<file path="config.mk">
export PLATFORM = sky130hd
export DESIGN_NAME = class_sum_accum_argmax
export DESIGN_NICKNAME = d
export VERILOG_FILES = /design/src/rtl/tm_pkg.sv /design/src/rtl/tm_sat_clamp_add.sv /design/src/rtl/class_sum_accum_argmax.sv
export SDC_FILE = /design/constraint.sdc
export NUM_CORES = 1
export LEC_CHECK = 0
export BUFFER_PORTS_ARGS = -buffer_cell sky130_fd_sc_hd__buf_2
export CAP_MARGIN = 5
export CORE_UTILIZATION = 55
export CTS_CLUSTER_SIZE = 24
export DETAILED_ROUTE_END_ITERATION = 16
export GPL_TIMING_DRIVEN = 0
export PLACE_DENSITY = 0.8
export SYNTH_ARGS = -nofsm -noshare
export SYNTH_HDL_FRONTEND = slang
export SYNTH_SLANG_ARGS = --single-unit
</file>
<file path="constraint.sdc">
create_clock -name clk -period 12.8 [get_ports clk]
set_input_delay 1.92 -clock clk [delete_from_list [all_inputs] [get_ports clk]]
set_output_delay 1.92 -clock clk [all_outputs]
set_load 0.01 [all_outputs]
</file>
<file path="src/rtl/tm_pkg.sv">
// Shared types and default widths for the class-sum voting datapath.
// Used by the per-class accumulator/argmax and the single-channel clamp path.
package tm_pkg;

  localparam int DEF_SUM_W     = 32;
  localparam int DEF_VOTE_W    = 8;
  localparam int DEF_THRESHOLD = 50;

  typedef enum logic [1:0] {
    IDLE   = 2'd0,
    ACCUM  = 2'd1,
    ARGMAX = 2'd2,
    DONE   = 2'd3
  } state_t;

  typedef logic signed [DEF_SUM_W-1:0] sum_t;

endpackage

</file>
<file path="src/rtl/tm_sat_clamp_add.sv">
// Combinational signed sum + vote, clamped to [-THRESHOLD, +THRESHOLD].
// Zero latency; no handshake. The add has one guard bit so it cannot wrap.
module tm_sat_clamp_add #(
  parameter int SUM_W     = 32,
  parameter int VOTE_W    = 8,
  parameter int THRESHOLD = 50
) (
  input  logic signed [SUM_W-1:0]  sum_in,
  input  logic signed [VOTE_W-1:0] vote,
  output logic signed [SUM_W-1:0]  sum_out
);

  localparam logic signed [SUM_W:0] T_POS = (SUM_W+1)'(THRESHOLD);
  localparam logic signed [SUM_W:0] T_NEG = -T_POS;

  logic signed [SUM_W:0] wide;

  always_comb begin
    wide = {sum_in[SUM_W-1], sum_in} + {{(SUM_W+1-VOTE_W){vote[VOTE_W-1]}}, vote};
    if (wide > T_POS) begin
      sum_out = T_POS[SUM_W-1:0];
    end else if (wide < T_NEG) begin
      sum_out = T_NEG[SUM_W-1:0];
    end else begin
      sum_out = wide[SUM_W-1:0];
    end
  end

endmodule

</file>
<file path="src/rtl/class_sum_accum_argmax.sv">
// Per-class clamped vote accumulator followed by a one-class-per-cycle argmax.
// pred_valid rises N_CLASSES+1 cycles after the last vote; held until pred_ready; stop_flag freezes all.
module class_sum_accum_argmax
  import tm_pkg::*;
#(
  parameter int N_CLASSES = 4,
  parameter int SUM_W     = DEF_SUM_W,
  parameter int VOTE_W    = DEF_VOTE_W,
  parameter int THRESHOLD = DEF_THRESHOLD,
  localparam int IDX_W    = $clog2(N_CLASSES)
) (
  input  logic                       clk,
  input  logic                       rst_flag,
  input  logic                       stop_flag,
  input  logic                       start,
  input  logic                       vote_valid,
  output logic                       vote_ready,
  input  logic [IDX_W-1:0]           vote_class,
  input  logic signed [VOTE_W-1:0]   vote_in,
  input  logic                       vote_last,
  output logic [N_CLASSES*SUM_W-1:0] class_sum_out,
  output logic                       pred_valid,
  input  logic                       pred_ready,
  output logic [IDX_W-1:0]           pred_class,
  output logic signed [SUM_W-1:0]    pred_sum,
  output logic                       busy
);

  localparam longint T_MAX = (64'sd1 <<< (SUM_W-1)) - (64'sd1 <<< (VOTE_W-1));

  if (N_CLASSES < 2 || THRESHOLD <= 0 || longint'(THRESHOLD) > T_MAX) begin : g_bad_params
    $error("class_sum_accum_argmax: illegal N_CLASSES/THRESHOLD for the chosen widths");
  end

  state_t state, state_nxt;

  logic signed [SUM_W-1:0] sums [N_CLASSES];
  logic [IDX_W-1:0]        scan_idx;
  logic signed [SUM_W-1:0] best_val;
  logic [IDX_W-1:0]        best_idx;

  logic                    vote_acc;
  logic                    scan_last;
  logic                    cand_better;
  logic signed [SUM_W-1:0] sel_sum;
  logic signed [SUM_W-1:0] upd_sum;
  logic signed [SUM_W-1:0] scan_val;
  logic signed [SUM_W-1:0] nxt_best_val;
  logic [IDX_W-1:0]        nxt_best_idx;

  assign vote_ready = (state == ACCUM) && !stop_flag && !start;
  assign vote_acc   = vote_valid && vote_ready;
  assign scan_last  = (scan_idx == IDX_W'(N_CLASSES-1));
  assign busy       = (state == ACCUM) || (state == ARGMAX);

  // Out-of-range class indices match no entry, so they read zero and write nothing.
  always_comb begin
    sel_sum  = '0;
    scan_val = '0;
    for (int k = 0; k < N_CLASSES; k++) begin
      if (vote_class == IDX_W'(k)) sel_sum = sums[k];
      if (scan_idx == IDX_W'(k))   scan_val = sums[k];
      class_sum_out[k*SUM_W +: SUM_W] = sums[k];
    end
  end

  tm_sat_clamp_add #(
    .SUM_W     (SUM_W),
    .VOTE_W    (VOTE_W),
    .THRESHOLD (THRESHOLD)
  ) u_clamp_add (
    .sum_in  (sel_sum),
    .vote    (vote_in),
    .sum_out (upd_sum)
  );

  // Index 0 always seeds; later classes win only when strictly greater.
  always_comb begin
    cand_better  = (scan_idx == '0) || (scan_val > best_val);
    nxt_best_val = cand_better ? scan_val : best_val;
    nxt_best_idx = cand_better ? scan_idx : best_idx;
  end

  always_comb begin
    state_nxt = state;
    if (!stop_flag) begin
      if (start) begin
        state_nxt = ACCUM;
      end else begin
        case (state)
          ACCUM:   if (vote_acc && vote_last) state_nxt = ARGMAX;
          ARGMAX:  if (scan_last) state_nxt = DONE;
          DONE:    if (pred_ready) state_nxt = IDLE;
          default: state_nxt = state;
        endcase
      end
    end
  end

  always_ff @(posedge clk or posedge rst_flag) begin
    if (rst_flag) begin
      state <= IDLE;
    end else begin
      state <= state_nxt;
    end
  end

  always_ff @(posedge clk or posedge rst_flag) begin
    if (rst_flag) begin
      for (int k = 0; k < N_CLASSES; k++) sums[k] <= '0;
      scan_idx   <= '0;
      best_val   <= '0;
      best_idx   <= '0;
      pred_valid <= 1'b0;
      pred_class <= '0;
      pred_sum   <= '0;
    end else if (!stop_flag) begin
      if (start) begin
        for (int k = 0; k < N_CLASSES; k++) sums[k] <= '0;
        scan_idx   <= '0;
        pred_valid <= 1'b0;
      end else begin
        case (state)
          ACCUM: begin
            scan_idx <= '0;
            for (int k = 0; k < N_CLASSES; k++) begin
              if (vote_acc && vote_class == IDX_W'(k)) sums[k] <= upd_sum;
            end
          end
          ARGMAX: begin
            best_val <= nxt_best_val;
            best_idx <= nxt_best_idx;
            scan_idx <= scan_idx + IDX_W'(1);
            if (scan_last) begin
              scan_idx   <= '0;
              pred_class <= nxt_best_idx;
              pred_sum   <= nxt_best_val;
              pred_valid <= 1'b1;
            end
          end
          DONE: begin
            if (pred_ready) pred_valid <= 1'b0;
          end
          default: begin
          end
        endcase
      end
    end
  end

endmodule

</file>
Yosys cells after proc, flatten, opt, wreduce, memory -nomap -nowiden:

Index checks and enable logic that the tools add are counted.

* register bits: 201
* input bits: 17
* output and inout port bits: 165

* order comparisons: 3
* reductions and logical operators: 31
* $add $sub $neg: 2
* bitwise gates (word level): 2
* equality and inequality tests: 12
* multiplexer cells: 30

Operators by type and width (count)
* $mux W32: 15
* $mux W128: 2
* $add A32 B8 Y33: 1
* $gt A33 B7 Y1 const B: 1
* $lt A33 B7 Y1 const B: 1
* $gt A32 B32 Y1: 1
* $reduce_and A3 Y1: 5
* $mux W2: 7
* $eq A2 B2 Y1 const B: 6
* $reduce_bool A2 Y1: 5
* $logic_and A1 B1 Y1: 8
* $reduce_and A4 Y1: 2
* $eq A2 B1 Y1 const B: 3
* $ne A3 B3 Y1 const B: 2
* $pmux W2 S3: 1
* $reduce_bool A3 Y1: 2
* $reduce_and A5 Y1: 1
* $logic_not A2 Y1: 2
* $pmux W2 S2: 1
* $reduce_bool A4 Y1: 1
* $mux W1: 3
* $ne A3 B2 Y1 const B: 1
* $add A2 B1 Y2 const B: 1
* $logic_not A1 Y1: 2
* 4 further kinds: 6

Longest topological paths before layout:

* word-level depth: 12
* mapped depth: 23
* depth with buffers taken out: 20

Modules after synthesis:

From an unflattened synthesis, not the netlist that was laid out.

* cells, all modules: 1642
* area, all modules: 14015.9 µm²

By module, submodules not included
* class_sum_accum_argmax: cells each 1198, area an instance 11080.6 µm², times used 1, seq. area each 5029.8 µm²
* tm_sat_clamp_add: cells each 444, area an instance 2935.3 µm², times used 1, seq. area each 0.0 µm²

Worst setup path before layout:

Ideal clock, no wire load.

* path kind: input to register
* start: in vote_class[1]
* end: reg sums, in the netlist class_sum_out[33]
* cell stages on the path: 16
* data required time: 12674 ps
* slack: 6027 ps
* data arrival time: 6647 ps
* path through: clkbuf_1 > buf_1 > mux4_2 > ha_1 > fa_1 > a21o_1 > a221oi_4 > o221ai_2 > and4_1 > or3_1 > a211oi_1 > nand4_1 > or4_1 > buf_2 > a32o_1 > a221o_1

* longest elaborated chain between the ends: 12
* elaborated cells on any way between the ends: 19
* those cells by class: add/sub: 1; order compare: 2; eq/ne: 3; mux: 9; reduce/logical: 4

RTL lines
* start: declaration: RTL line class_sum_accum_argmax.sv:18 `input logic [IDX_W-1:0] vote_class,`
* $logic_not A2 Y1: RTL line class_sum_accum_argmax.sv:61 `if (vote_class == IDX_W'(k)) sel_sum = sums[k];`
* $mux W32 (4 in series): RTL line class_sum_accum_argmax.sv:61
* $add A32 B8 Y33: RTL line tm_sat_clamp_add.sv:19 `wide = {sum_in[SUM_W-1], sum_in} + {{(SUM_W+1-VOTE_W){vote[VOTE_W-1]}}, vote};`
* $lt A33 B7 Y1: RTL line tm_sat_clamp_add.sv:22 `end else if (wide < T_NEG) begin`
* $mux W32: RTL line tm_sat_clamp_add.sv:22
* $mux W32: RTL line tm_sat_clamp_add.sv:20 `if (wide > T_POS) begin`
* $mux W32: RTL line class_sum_accum_argmax.sv:127 `if (vote_acc && vote_class == IDX_W'(k)) sums[k] <= upd_sum;`
* $mux W128: RTL line class_sum_accum_argmax.sv:123 `case (state)`
* $mux W128: RTL line class_sum_accum_argmax.sv:118 `if (start) begin`
* end signal: indexed assignment: RTL line class_sum_accum_argmax.sv:127
* end: declaration: RTL line class_sum_accum_argmax.sv:37 `logic signed [SUM_W-1:0] sums [N_CLASSES];`

Parallel ways exist; a longest one is shown, timed or not. The select of a mux whose other input is x is not followed.
A chain may end at the register's enable or synchronous reset.

Worst setup path in the final report:

* start: in vote_class[1]
* end: reg sums, in the netlist class_sum_out[99]

Same word-level chain as after synthesis.

==> metrics <==
Final Worst Setup Slack=5350 ps; Final Setup Violations=0; #FFs+latches synth=approximately 200; post-route cell area=0.0149 mm^2; vias in the first global route=11,500; Clock Latency Late Sink=510 ps; run status=completed; Post-synth ARST share=1.00; Clock Tree Buf Depth=3; std cell rows=55; Area after DPL=around 0.014 mm^2; GPL Wtd Cong=between 1 and 1.5; Synth top cells by count=201 x dfrtp_1, 157 x nand2_1, 128 x a21o_1; die area=approximately 0.024 mm^2; PortBufs=179; largest net degree at the start of global routing=111; first-pass GRT wire length=~64,000 um; initial antenna violation count=0; top post-synthesis cells by area=dfrtp_1 39%, a21o_1 7.5%, ha_1 6.9%; Syn Nets=between 1,000 and 1,500; Hold-fix buffers, CTS=0; WHS=476 ps; Post-DRT Antenna Nets=0; TNS Setup=0 ps; H-tree Lvls=1; share of cells above drive strength 1=0.198; Slew Limit Fails=0; synthesized area=0.0129 mm^2; CP required=13,180 ps; share of the synthesized area in the top cell type=0.390; nature of the critical path endpoint=flip-flop; core area=0.0228 mm^2; TritonCTS clock tree=built; drt pass-1 iters=6; TritonCTS Buffers=22; Ports=182; Slew headroom=0.379; Initial Util=0.564; leakage=8.03 nW; hpwl dp=roughly 31,000 um; Total Wirelength=41,100 um; Post-synth EDFFs=0; number of diodes=0; max cap viols=0; critical path launch point type=primary input; syn_area_per_cell=9.30 um^2; TritonCTS Sinks=201; cell taking the most area after synthesis=dfrtp_1; Place WS=between 4000 and 5000 ps; Clock Skew=14.8 ps; Fmax=around 130 MHz; Synth Flop Type=dfrtp_1; sequential share of the synthesized area=0.390; final worst path period need=between 7000 and 8000 ps; Root Buffer=clkbuf_16; Clk pin slew, worst setup/hold paths=60 ps; worst-margin pin slew=approximately 930 ps; PwrDens=237 mW/mm^2; Vias=~12,000; fin nets=1,681; most frequent cell after synthesis=dfrtp_1; grt total ovfl=0; final worst path period share=0.582; Resized Gates After CTS=0; Worst EP arrival=roughly 7800 ps; Die H=155 um; die width=155 um; DR iter-0 viols=1,274; final core utilization=0.654; Hold Crit Class=flip-flop to flip-flop; GR Util All Layers=0.344; crit path max fanout=10; RSZ-0062 raised after global routing=false; Syn Inst Count=~1,400; WL/cell=~21 um; area growth from synthesis to layout=15.9%; WS Path Type=primary input to flip-flop; Post-route DRC=0; Synth warnings=0; final hold vios=0; peak supply drop=0.000178 V; setup bufs post-CTS=0; Synth cell types=72; Avg Vias per Cell=about 6.3
## layer usage
layer	wire length (um)	global-route usage	vias up	share of wire
met2	19200	0.558	632	0.47
met5	0	0	-	0
met3	4210	0.0825	98	0.10
li1	-	-	5468	-
met1	16400	0.455	5876	0.40
met4	1380	0.113	0	0.034
## layout make-up
cell class / instances / area [um^2]
clock inverters: 14 / 116
well taps: 313 / 392
repair buffers: 181 / 931
plain buffers: 88 / 339
fillers: 1907 / 7900
inverters: 52 / 203
clock buffers: 26 / 607
multi-input cells: 1046 / 7330
flip-flops and latches: 201 / 5030
## flip-flops by register name, indices dropped and copies added, names as in the netlist
name,count
best_idx,2
class_sum_out,128
pred_valid,1
state,2
best_val,32
scan_idx,2
pred_class,2
pred_sum,32
## metrics by stage
step                power (mW)  cells
floorplan                 2.26   1387
global placement          2.81   1879
detailed placement        2.86   1880
CTS                       3.50   1920
global route              3.76   1921
finish                    3.54   1921
## path summary, 6_finish.rpt
| check | startpoint | end | slack [ps] | cells past startpoint |
|---|---|---|---|---|
| max | vote_class[1] | class_sum_out[99]$_DFFE_PP0P_ | 5350 | 16 |
| min | pred_sum[21]$_DFFE_PP0P_ | pred_sum[21]$_DFFE_PP0P_ | 480 | 2 |
| max reg2reg | scan_idx[0]$_DFFE_PP0P_ | best_val[11]$_DFFE_PP0P_ | 6480 | 23 |
| min reg2reg | pred_sum[21]$_DFFE_PP0P_ | pred_sum[21]$_DFFE_PP0P_ | 480 | 2 |
| max in group asynchronous | rst_flag | class_sum_out[66]$_DFFE_PP0P_ | 10310 | 3 |
| min in group asynchronous | rst_flag | best_val[21]$_DFFE_PP0P_ | 1510 | 2 |
## cell usage in the layout (no fill, tap or decap), types with 8 or more instances in the layout
master and instances:
a21o_1 128, and4_1 9, clkbuf_1 68, nand3_1 17
buf_1 14, ha_1 71, nor3_1 12, inv_1 51
xnor2_1 13, a21oi_1 118, dfrtp_1 201, a221o_1 9
o21ai_0 112, clkbuf_16 23, nor2_1 123, mux2i_1 33
nand4_1 16, o21a_1 10, or2_2 8, mux4_2 32
a31oi_1 9, buf_2 183, mux2_2 35, nor4_1 13
nand2_1 157
## worst max-delay path: stages
cell      delay (ps)
clkbuf_1         420
buf_1            760
mux4_2           660
ha_1             300
clkbuf_2         190
and4_1           200
clkbuf_1         250
and3_1           210
a21boi_1         320
o211ai_1         220
and4_1           240
nor4_1           490
nand3_1          200
nor4_1           610
a21boi_0         380
o41ai_1          420
## cells by family (layout without fill, tap and decap cells)
kind of cell / Yosys count / in the layout / share of synthesized area
AOI/OAI and AO/OA: 463 / 463 / 0.236
and+or+nand+nor: 393 / 393 / 0.137
DFF: 201 / 201 / 0.390
buffers and inverters: 140 / 361 / 0.0414
muxes: 100 / 100 / 0.112
adders and majority gates: 72 / 72 / 0.0705
xor gates and xnor gates: 18 / 18 / 0.0122
## power by group
part           internal (mW)  switching [mW]  total (mW)  leakage (nW)
Sequential             0.818           0.223        1.04          2.67
Combinational          0.773            1.09        1.86          5.00
Clock                  0.363           0.273       0.636         0.355
Total                   1.95            1.59        3.54          8.03
Power figures use the tool's default switching activity.
